===== config.mk =====
export PLATFORM = sky130hd
export DESIGN_NAME = req_capture_encoder_4_2
export DESIGN_NICKNAME = d
export VERILOG_FILES = /design/src/rtl/req_enc_pkg.sv /design/src/rtl/req_prio_enc_4_2.sv /design/src/rtl/req_capture_encoder_4_2.sv
export SDC_FILE = /design/constraint.sdc
export NUM_CORES = 1
export LEC_CHECK = 0
export BUFFER_PORTS_ARGS = -buffer_cell sky130_fd_sc_hd__buf_2
export CAP_MARGIN = 20
export CORE_AREA = 3 3 40 42
export CTS_CLUSTER_DIAMETER = 100
export CTS_CLUSTER_SIZE = 20
export DETAILED_ROUTE_END_ITERATION = 16
export DIE_AREA = 0 0 43 45
export PLACE_DENSITY = 0.69
export REMOVE_ABC_BUFFERS = 1
export SYNTH_ARGS = -nofsm -noshare
export SYNTH_HDL_FRONTEND = slang
export SYNTH_SLANG_ARGS = --single-unit

===== constraint.sdc =====
create_clock -name clk -period 2.6 [get_ports clk]
set_input_delay 0.52 -clock clk [delete_from_list [all_inputs] [get_ports clk]]
set_output_delay 0.52 -clock clk [all_outputs]
set_load 0.02 [all_outputs]

===== src/rtl/req_enc_pkg.sv =====
// Shared types and helpers for the request capture / 4-to-2 encoder path.
package req_enc_pkg;

   localparam int N_REQ = 4;
   localparam int IDX_W = 2;

   typedef enum logic {
      IDLE  = 1'b0,
      GRANT = 1'b1
   } state_e;

   function automatic logic [N_REQ-1:0] onehot_from_idx(input logic [IDX_W-1:0] idx);
      logic [N_REQ-1:0] v;
      v      = '0;
      v[idx] = 1'b1;
      return v;
   endfunction

endpackage


===== src/rtl/req_prio_enc_4_2.sv =====
// Combinational 4-to-2 priority encoder with an all-zero flag.
// PRIO_HIGH=1 favours the highest set bit; PRIO_HIGH=0 favours the lowest.
module req_prio_enc_4_2
   import req_enc_pkg::*;
#(
   parameter bit PRIO_HIGH = 1'b1
) (
   input  logic [N_REQ-1:0] vec_i,
   output logic [IDX_W-1:0] idx_o,
   output logic             zero_o
);

   // Later loop iterations overwrite earlier ones, so scan order sets the winner.
   always_comb begin
      idx_o  = '0;
      zero_o = (vec_i == '0);
      if (PRIO_HIGH) begin
         for (int i = 0; i < N_REQ; i++) begin
            if (vec_i[i]) idx_o = IDX_W'(i);
         end
      end else begin
         for (int i = N_REQ - 1; i >= 0; i--) begin
            if (vec_i[i]) idx_o = IDX_W'(i);
         end
      end
   end

endmodule


===== src/rtl/req_capture_encoder_4_2.sv =====
// Captures four request lines into a sticky pending set and grants one registered
// index at a time over a valid/ack handshake, with per-line overrun flags.
module req_capture_encoder_4_2
   import req_enc_pkg::*;
#(
   parameter bit EDGE_MODE = 1'b1,
   parameter bit PRIO_HIGH = 1'b1
) (
   input  logic             clk,
   input  logic             rst_n,
   input  logic [N_REQ-1:0] d_in,
   input  logic             ack,
   input  logic             clr_overrun,
   output logic [IDX_W-1:0] d_out,
   output logic             valid,
   output logic             invalid_input,
   output logic [N_REQ-1:0] pending,
   output logic [N_REQ-1:0] overrun
);

   logic [N_REQ-1:0] d_q;
   logic [N_REQ-1:0] pending_q, pending_d;
   logic [N_REQ-1:0] overrun_q, overrun_d;
   logic [N_REQ-1:0] rise_vec, set_vec, clr_vec, ovr_evt;
   logic [IDX_W-1:0] d_out_q, d_out_d;
   logic [IDX_W-1:0] enc_idx;
   logic             enc_zero;
   state_e           state_q, state_d;

   req_prio_enc_4_2 #(
      .PRIO_HIGH(PRIO_HIGH)
   ) u_prio_enc (
      .vec_i (pending_q),
      .idx_o (enc_idx),
      .zero_o(enc_zero)
   );

   // Overruns count only fresh assertions, so a held level never flags in level mode.
   always_comb begin
      rise_vec  = d_in & ~d_q;
      set_vec   = EDGE_MODE ? rise_vec : d_in;
      clr_vec   = (state_q == GRANT && ack) ? onehot_from_idx(d_out_q) : {N_REQ{1'b0}};
      ovr_evt   = rise_vec & pending_q & ~clr_vec;
      pending_d = (pending_q & ~clr_vec) | set_vec;
      overrun_d = (clr_overrun ? {N_REQ{1'b0}} : overrun_q) | ovr_evt;
   end

   always_comb begin
      state_d = state_q;
      d_out_d = d_out_q;
      case (state_q)
         IDLE: begin
            if (!enc_zero) begin
               d_out_d = enc_idx;
               state_d = GRANT;
            end
         end
         GRANT: begin
            if (ack) state_d = IDLE;
         end
         default: state_d = IDLE;
      endcase
   end

   always_ff @(posedge clk or negedge rst_n) begin
      if (!rst_n) begin
         d_q       <= '0;
         pending_q <= '0;
         overrun_q <= '0;
         d_out_q   <= '0;
         state_q   <= IDLE;
      end else begin
         d_q       <= d_in;
         pending_q <= pending_d;
         overrun_q <= overrun_d;
         d_out_q   <= d_out_d;
         state_q   <= state_d;
      end
   end

   assign d_out         = d_out_q;
   assign valid         = (state_q == GRANT);
   assign invalid_input = enc_zero;
   assign pending       = pending_q;
   assign overrun       = overrun_q;

endmodule


== Word level (Yosys, flattened, before mapping) ==
Index checks and enable logic that the tools add are counted.
Cells by class
  bitwise logic cells: 10
  muxes and demuxes: 10
  $lt $le $gt $ge: 2
  reduce and logical (&&, ||, !) cells: 4
Operator list (count)
  4-bit AND: 4
  4-bit two-way mux: 2
  4-bit inverter: 2
  4-bit OR: 2
  4-bit zero test: 1
  1-bit two-way mux: 4
  2-bit two-way mux: 2
  2-bit by 3-bit < comparator with 1-bit output, second input constant: 1
  1-bit demux with 2-bit select: 1
  2-bit by 1-bit greater-or-equal comparator with 1-bit output, second input constant: 1
  1-bit logical AND: 2
  1-bit inverter: 2
  1-bit case mux with 2 select lines: 1
  2-bit AND reduction: 1
Word-level totals
  input bits: 8
  output and inout port bits: 12
  logic and storage cells: 31
  register bits: 15

== Longest topological paths before layout ==
Gate-level depths: netlist (run 1).
  word-level depth: 8
  mapped depth: 3
  depth with buffers taken out: 3

== Modules after synthesis ==
Synthesis (run 1) repeated with hierarchy kept, for this count alone.
Unflattened totals
  cells, all modules: 46
  area total of the unflattened synthesis: 619.3 sq um
Modules (own cells, without submodules)
  req_capture_encoder_4_2: seq. area each 375.4 sq um, cells an instance 42, times used 1, area each 588.1 sq um
  req_prio_enc_4_2: seq. area each 0.0 sq um, cells an instance 4, times used 1, area each 31.3 sq um

== Worst setup path after synthesis (run 1) ==
Ideal clock, no wire load.
  path kind: reg-to-output
  start point: register pending_q[1] (netlist: pending[1])
  end point: output port invalid_input
  cell stages (with the launch flop): 2
  data arrival time: 0.963 ns
  path buffers: 0
  required time: 2.080 ns
  slack: 1.117 ns
  path through: dfrtp_1 nor4_4
On the way
  word-level cells in the longest chain between the ends: 1
Ends and longest elaborated chain
  start, declared: RTL line req_capture_encoder_4_2.sv:22  | logic [N_REQ-1:0] pending_q, pending_d;
  start signal, assigned: RTL line req_capture_encoder_4_2.sv:74  | pending_q <= pending_d;
  4-bit zero test: RTL line req_prio_enc_4_2.sv:16  | zero_o = (vec_i == '0);
  end, declared: RTL line req_capture_encoder_4_2.sv:16  | output logic invalid_input,
No other way between the ends.

== Worst setup path after layout (run 1) ==
Same ends and word-level chain as after synthesis.

==> results.json, run 1 <==
{
  "ant_nets": 0,
  "max_slew_margin": 0.786,
  "fin_util": 0.556,
  "diodes": 0,
  "grt_pass1_wl_mm": 1.83,
  "cts_setup_buffers": 0,
  "dr.first_iter.drc_count": 4,
  "drv_cap": 0,
  "setup_tns_ns": 0,
  "cts-buffers-inserted": 3,
  "design_area_um2": 714,
  "grt-ovfl-total": 0,
  "start_kind": "flop",
  "groute.usage.overall": 0.132,
  "dpl.hpwl_um": 833,
  "reg2reg_depth": 3,
  "ys_ff_latch": 15,
  "place_area_um2": 687,
  "crit_type": "reg -> out",
  "p_int_mw": 0.371,
  "fin_cells": 86,
  "hold_violations": 0,
  "hold_buffers": 0,
  "status": "complete, no violations",
  "post-route-drc-count": 0,
  "num_vias": 410,
  "pwr-share-clk": 0.227,
  "via_per_inst": 4.77,
  "rsz0062_at_grt": "no",
  "cts_buffer_depth": 2,
  "syn_area_um2": 573,
  "die-area_mm2": 0.00194,
  "reg2reg_to": "overrun[1]",
  "nFillCells": 112,
  "r2r_start": "valid",
  "startpoint": "pending[1]",
  "yosysTopAreaCellShare": 0.655,
  "postSynthCellCount": 48,
  "synth-seq-area-share": 0.655,
  "cts_tree": "yes",
  "root_buffer": "clkbuf_4",
  "dieWidth_um": 43,
  "clk_pin_slew_ns": 0.09,
  "avgSynthCellArea_um2": 11.9,
  "wl_per_cell_um": 12.1,
  "cts_sinks": 15,
  "ios": 20,
  "antenna_found_initial": 0,
  "crit_end": "invalid_input",
  "dr.pass1.iters": 2,
  "worstSetupEndpointType": "primary output",
  "cp_max_fo": 4,
  "grt_pass1_vias": 423,
  "finalCriticalPeriod_ns": 1.80,
  "synthToLayoutAreaGrowth_pct": 24.7,
  "post_cts_resized": 0,
  "dp_cells": 82,
  "power_switching_mw": 0.194,
  "period_share": 0.691,
  "setup_viol": 0,
  "power.density_mw_per_mm2": 791,
  "fmax_mhz": 557,
  "initial_core_util": 0.446,
  "arrival_ns": 1.28,
  "yosys_warnings": 0,
  "insertion_delay_ns": 0.28,
  "tightestPinTransition_ns": 0.320,
  "routabilityCongestion": 0.826,
  "reg2reg_slack_ns": 1.55,
  "die_y_um": 45,
  "finalClockSkew_ns": 0.00529,
  "irDropWorstVdd_mv": 0.364,
  "sequentialPowerShare": 0.538,
  "yosysUniqueCellTypes": 14,
  "required_ns": 2.08,
  "wl_mm": 1.04,
  "synth_top_cell_by_area": "dfrtp_1",
  "num_rows": 13,
  "slew_viol_final": 0,
  "io_buffer_count": 19,
  "drive_gt1_frac": 0.380,
  "synth_area_leaders": "dfrtp_1 (66%), nand2b_1 (4.4%), o22ai_1 (4.4%)",
  "h-tree-depth": 1,
  "core_area_mm2": 0.00128,
  "p_sw_frac": 0.343,
  "hold_path.class": "in -> async",
  "grt_max_degree": 16,
  "layout.nets": 80,
  "power_frac_comb": 0.234,
  "leakagePower_nw": 0.351
}
-- cells in the final DEF (no fill, tap or decap), drive strengths merged --
cell type	instances
o22ai	4
clkbuf	3
nor2	2
clkinv	1
dfrtp	15
nand2	5
nand3	1
mux2i	1
o31ai	2
buf	19
o21ai	6
nor4	1
nand2b	4
inv	6
a21oi	1
-- flip-flops by register name, indices dropped and copies added, names as in the netlist --
register and cells:
d_q 4, overrun 4, pending 4, d_out 2, valid 1
-- kinds of logic (layout without fill, tap and decap cells) --
kind of cell    after synthesis  after routing  synth area share
flops                        15             15             0.655
mux                           1              1            0.0175
compound gates               13             13             0.148
simple gates                 13             13             0.140
buf+inv                       6             29            0.0393
-- worst max-delay path, cell delays in order, from the launching register on --
cell and delay [ns]:
dfrtp_1 0.45, nor4_4 0.34, buf_2 0.22
-- stage by stage --
step	power, mW	worst slack [ns]	hold WS (ns)
final	0.565	0.803	0.124
after global routing	0.603	0.669	0.134
after CTS	0.573	0.786	0.136
after detailed placement	0.444	1.10	0.442
after global placement	0.441	1.15	0.440
after floorplan	0.388	1.12	0.224
-- power groups by stage --
stage / registers, mW / clock network (mW) / logic [mW]
after floorplan: 0.343 / 0 / 0.0447
after global placement: 0.308 / 0 / 0.134
after detailed placement: 0.310 / 0 / 0.134
after CTS: 0.305 / 0.133 / 0.135
after global routing: 0.311 / 0.146 / 0.145
final: 0.304 / 0.128 / 0.132
-- how the worst min path moves through the flow --
stage,start,end,slack (ns),depth (start not counted)
after floorplan,rst_n,d_out[0],0.22,0
after global placement,rst_n,valid,0.44,1
after detailed placement,rst_n,valid,0.44,1
after CTS,rst_n,d_out[0],0.14,1
after global routing,rst_n,d_q[3],0.13,1
final,rst_n,pending[2],0.12,1
-- cell type report --
type,instances,area [um2],share of cell area
flip-flops and latches,15,375,0.525
multi-input cells,27,175,0.245
repair buffers,19,95.1,0.133
clock buffers,3,22.5,0.0315
inverters,6,22.5,0.0315
well taps,15,18.8,0.0263
clock inverters,1,5.00,0.00701
-- cells in the mapped netlist --
master	count
dfrtp_1	15
inv_1	6
nand2_1	4
nand2b_1	4
o21ai_1	4
o22ai_1	4
nor2_1	2
o21ai_0	2
o31ai_2	2
a21oi_1	1
mux2i_1	1
nand2_2	1
nand3_1	1
nor4_4	1
-- routing by layer --
layer  global-route usage  vias up  routed length [um]
li1                     -      208                   -
met1                0.172      185                 449
met2                0.198       15                 498
met3               0.0398        2                  78
met4               0.0723        0                  12
met5                    0        -                   0
Power figures use the tool's default switching activity.
==> run 2: changes to the inputs <==
clock period = 1.7 ns   (was 2.6 ns; I/O delays follow)
==> run 2 against run 1 <==
Critical path depth unchanged. Utilization up 1.1 points. Largest power group unchanged. Setup slack worse by 0.70 ns. Clock power up 54%. Total power up 54%. Non-clock buffer count up 1. Sequential power up 54%. Wire length up 2.8%.
==> results.json, run 2 (synthesized netlist as in run 1, its figures left out) <==
{
  "final_common_cell": "buf_2",
  "fin_cells": 87,
  "max_slew_margin": 0.787,
  "fmax_mhz": 627,
  "crit_slowest_cell": "dfrtp_2",
  "fin_util": 0.567,
  "clk_pin_slew_ns": 0.09,
  "min_from": "d_in[3]",
  "h-tree-depth": 1,
  "slew_viol_final": 0,
  "dpl.hpwl_um": 823,
  "cp_top_family": "flip-flops",
  "tightestPinTransition_ns": 0.320,
  "hold_end": "d_q[3]",
  "grt_pass1_vias": 451,
  "reg2reg_to": "overrun[3]",
  "wl_mm": 1.07,
  "post-route-drc-count": 0,
  "root_buffer": "clkbuf_4",
  "cp_num_cells": 2,
  "arrival_ns": 1.25,
  "setup_tns_ns": 0,
  "die_y_um": 45,
  "cts-buffers-inserted": 3,
  "reg2reg_slack_ns": 0.63,
  "ios": 20,
  "io_buffer_count": 19,
  "setup_viol": 0,
  "layout.nets": 81,
  "final_cell_mix": "buf_2 (18), dfrtp_1 (14), inv_1 (6)",
  "hold_path.class": "in -> reg",
  "diodes": 0,
  "hold_violations": 0,
  "num_rows": 13,
  "place_ws_ns": 0.377,
  "worstSetupEndpointType": "primary output",
  "cts_sinks": 15,
  "finalClockSkew_ns": 0.00449,
  "path_cells": "nor4_4, buf_4",
  "dr.first_iter.drc_count": 2,
  "reg2reg_depth": 3,
  "cts_buffer_depth": 2,
  "num_vias": 434,
  "finalCriticalPeriod_ns": 1.59,
  "leakagePower_nw": 0.355,
  "holdPathStages": 1,
  "path_buf_inv": 1,
  "wl_per_cell_um": 12.3,
  "die-area_mm2": 0.00194,
  "grt_max_degree": 16,
  "drive_gt1_frac": 0.389,
  "drv_cap": 0,
  "insertion_delay_ns": 0.28,
  "groute.usage.overall": 0.134,
  "irDropWorstVdd_mv": 0.549,
  "routabilityCongestion": 0.825,
  "antenna_found_initial": 0,
  "crit_type": "reg -> out",
  "grt_pass1_wl_mm": 1.88,
  "r2r_start": "valid",
  "synthToLayoutAreaGrowth_pct": 27.1,
  "setup_slack_ns": 0.105,
  "status": "complete, no violations",
  "ant_nets": 0,
  "dp_cells": 82,
  "initial_core_util": 0.446,
  "dr.pass1.iters": 2,
  "cp_max_fo": 5,
  "grt-ovfl-total": 0,
  "rsz0062_at_grt": "no",
  "start_kind": "flop",
  "via_per_inst": 4.99,
  "cp_slowest_stage_delay_ns": 0.45,
  "power.density_mw_per_mm2": 1190,
  "cts_setup_buffers": 0,
  "core_area_mm2": 0.00128,
  "cts_tree": "yes",
  "period_share": 0.938,
  "required_ns": 1.36,
  "dieWidth_um": 43
}
[run 2: how the worst max path moves through the flow]
stage | startpoint | end | slack [ns]
after floorplan | pending[1] | invalid_input | 0.40
after global placement | pending[1] | invalid_input | 0.43
after detailed placement | pending[1] | invalid_input | 0.38
after CTS | pending[1] | invalid_input | 0.06
after global routing | pending[3] | invalid_input | 0.008
final | pending[3] | invalid_input | 0.11
[run 2: cell type report]
cell class                      instances  area [um2]
Tap cell                               15        18.8
Inverter                                6        22.5
Clock inverter                          1        5.00
Timing Repair Buffer                   20         108
Sequential cell                        15         377
Clock buffer                            3        22.5
Fill cell                             118         557
Multi-Input combinational cell         27         175
[run 2: what timing repair did]
| item | 4_1_cts | 5_1_grt |
|---|---|---|
| endpoints found under the setup margin | 0 | 1 |
| gates resized for setup | 0 | 2 |
| hold endpoints to repair | 15 | 0 |
| hold buffers | 1 | 0 |
[run 2: through the flow]
step           hold WS [ns]  total power [mW]  area, um2
2_1_floorplan        0.0444             0.593        573
3_3_place_gp          0.260             0.675        687
3_5_place_dp          0.260             0.680        687
4_1_cts               0.170             0.885        724
5_1_grt               0.169             0.923        728
6_report              0.177             0.870        728
[run 2: where the power goes]
part | total (mW) | internal, mW | leakage (nW) | switching [mW]
clock network | 0.197 | 0.0873 | 0.0177 | 0.110
registers | 0.467 | 0.407 | 0.170 | 0.0598
logic | 0.206 | 0.0759 | 0.167 | 0.130
total | 0.870 | 0.571 | 0.355 | 0.299
[run 2: metal layers]
layer  vias to the layer above  routed length, um  part of all wire  global-route usage
li1                        212                  -                 -                   -
met1                       203                451              0.42               0.156
met3                         4                 83             0.078              0.0239
met5                         -                  0                 0                   0
met2                        15                512              0.48               0.228
met4                         0                 21             0.020              0.0904
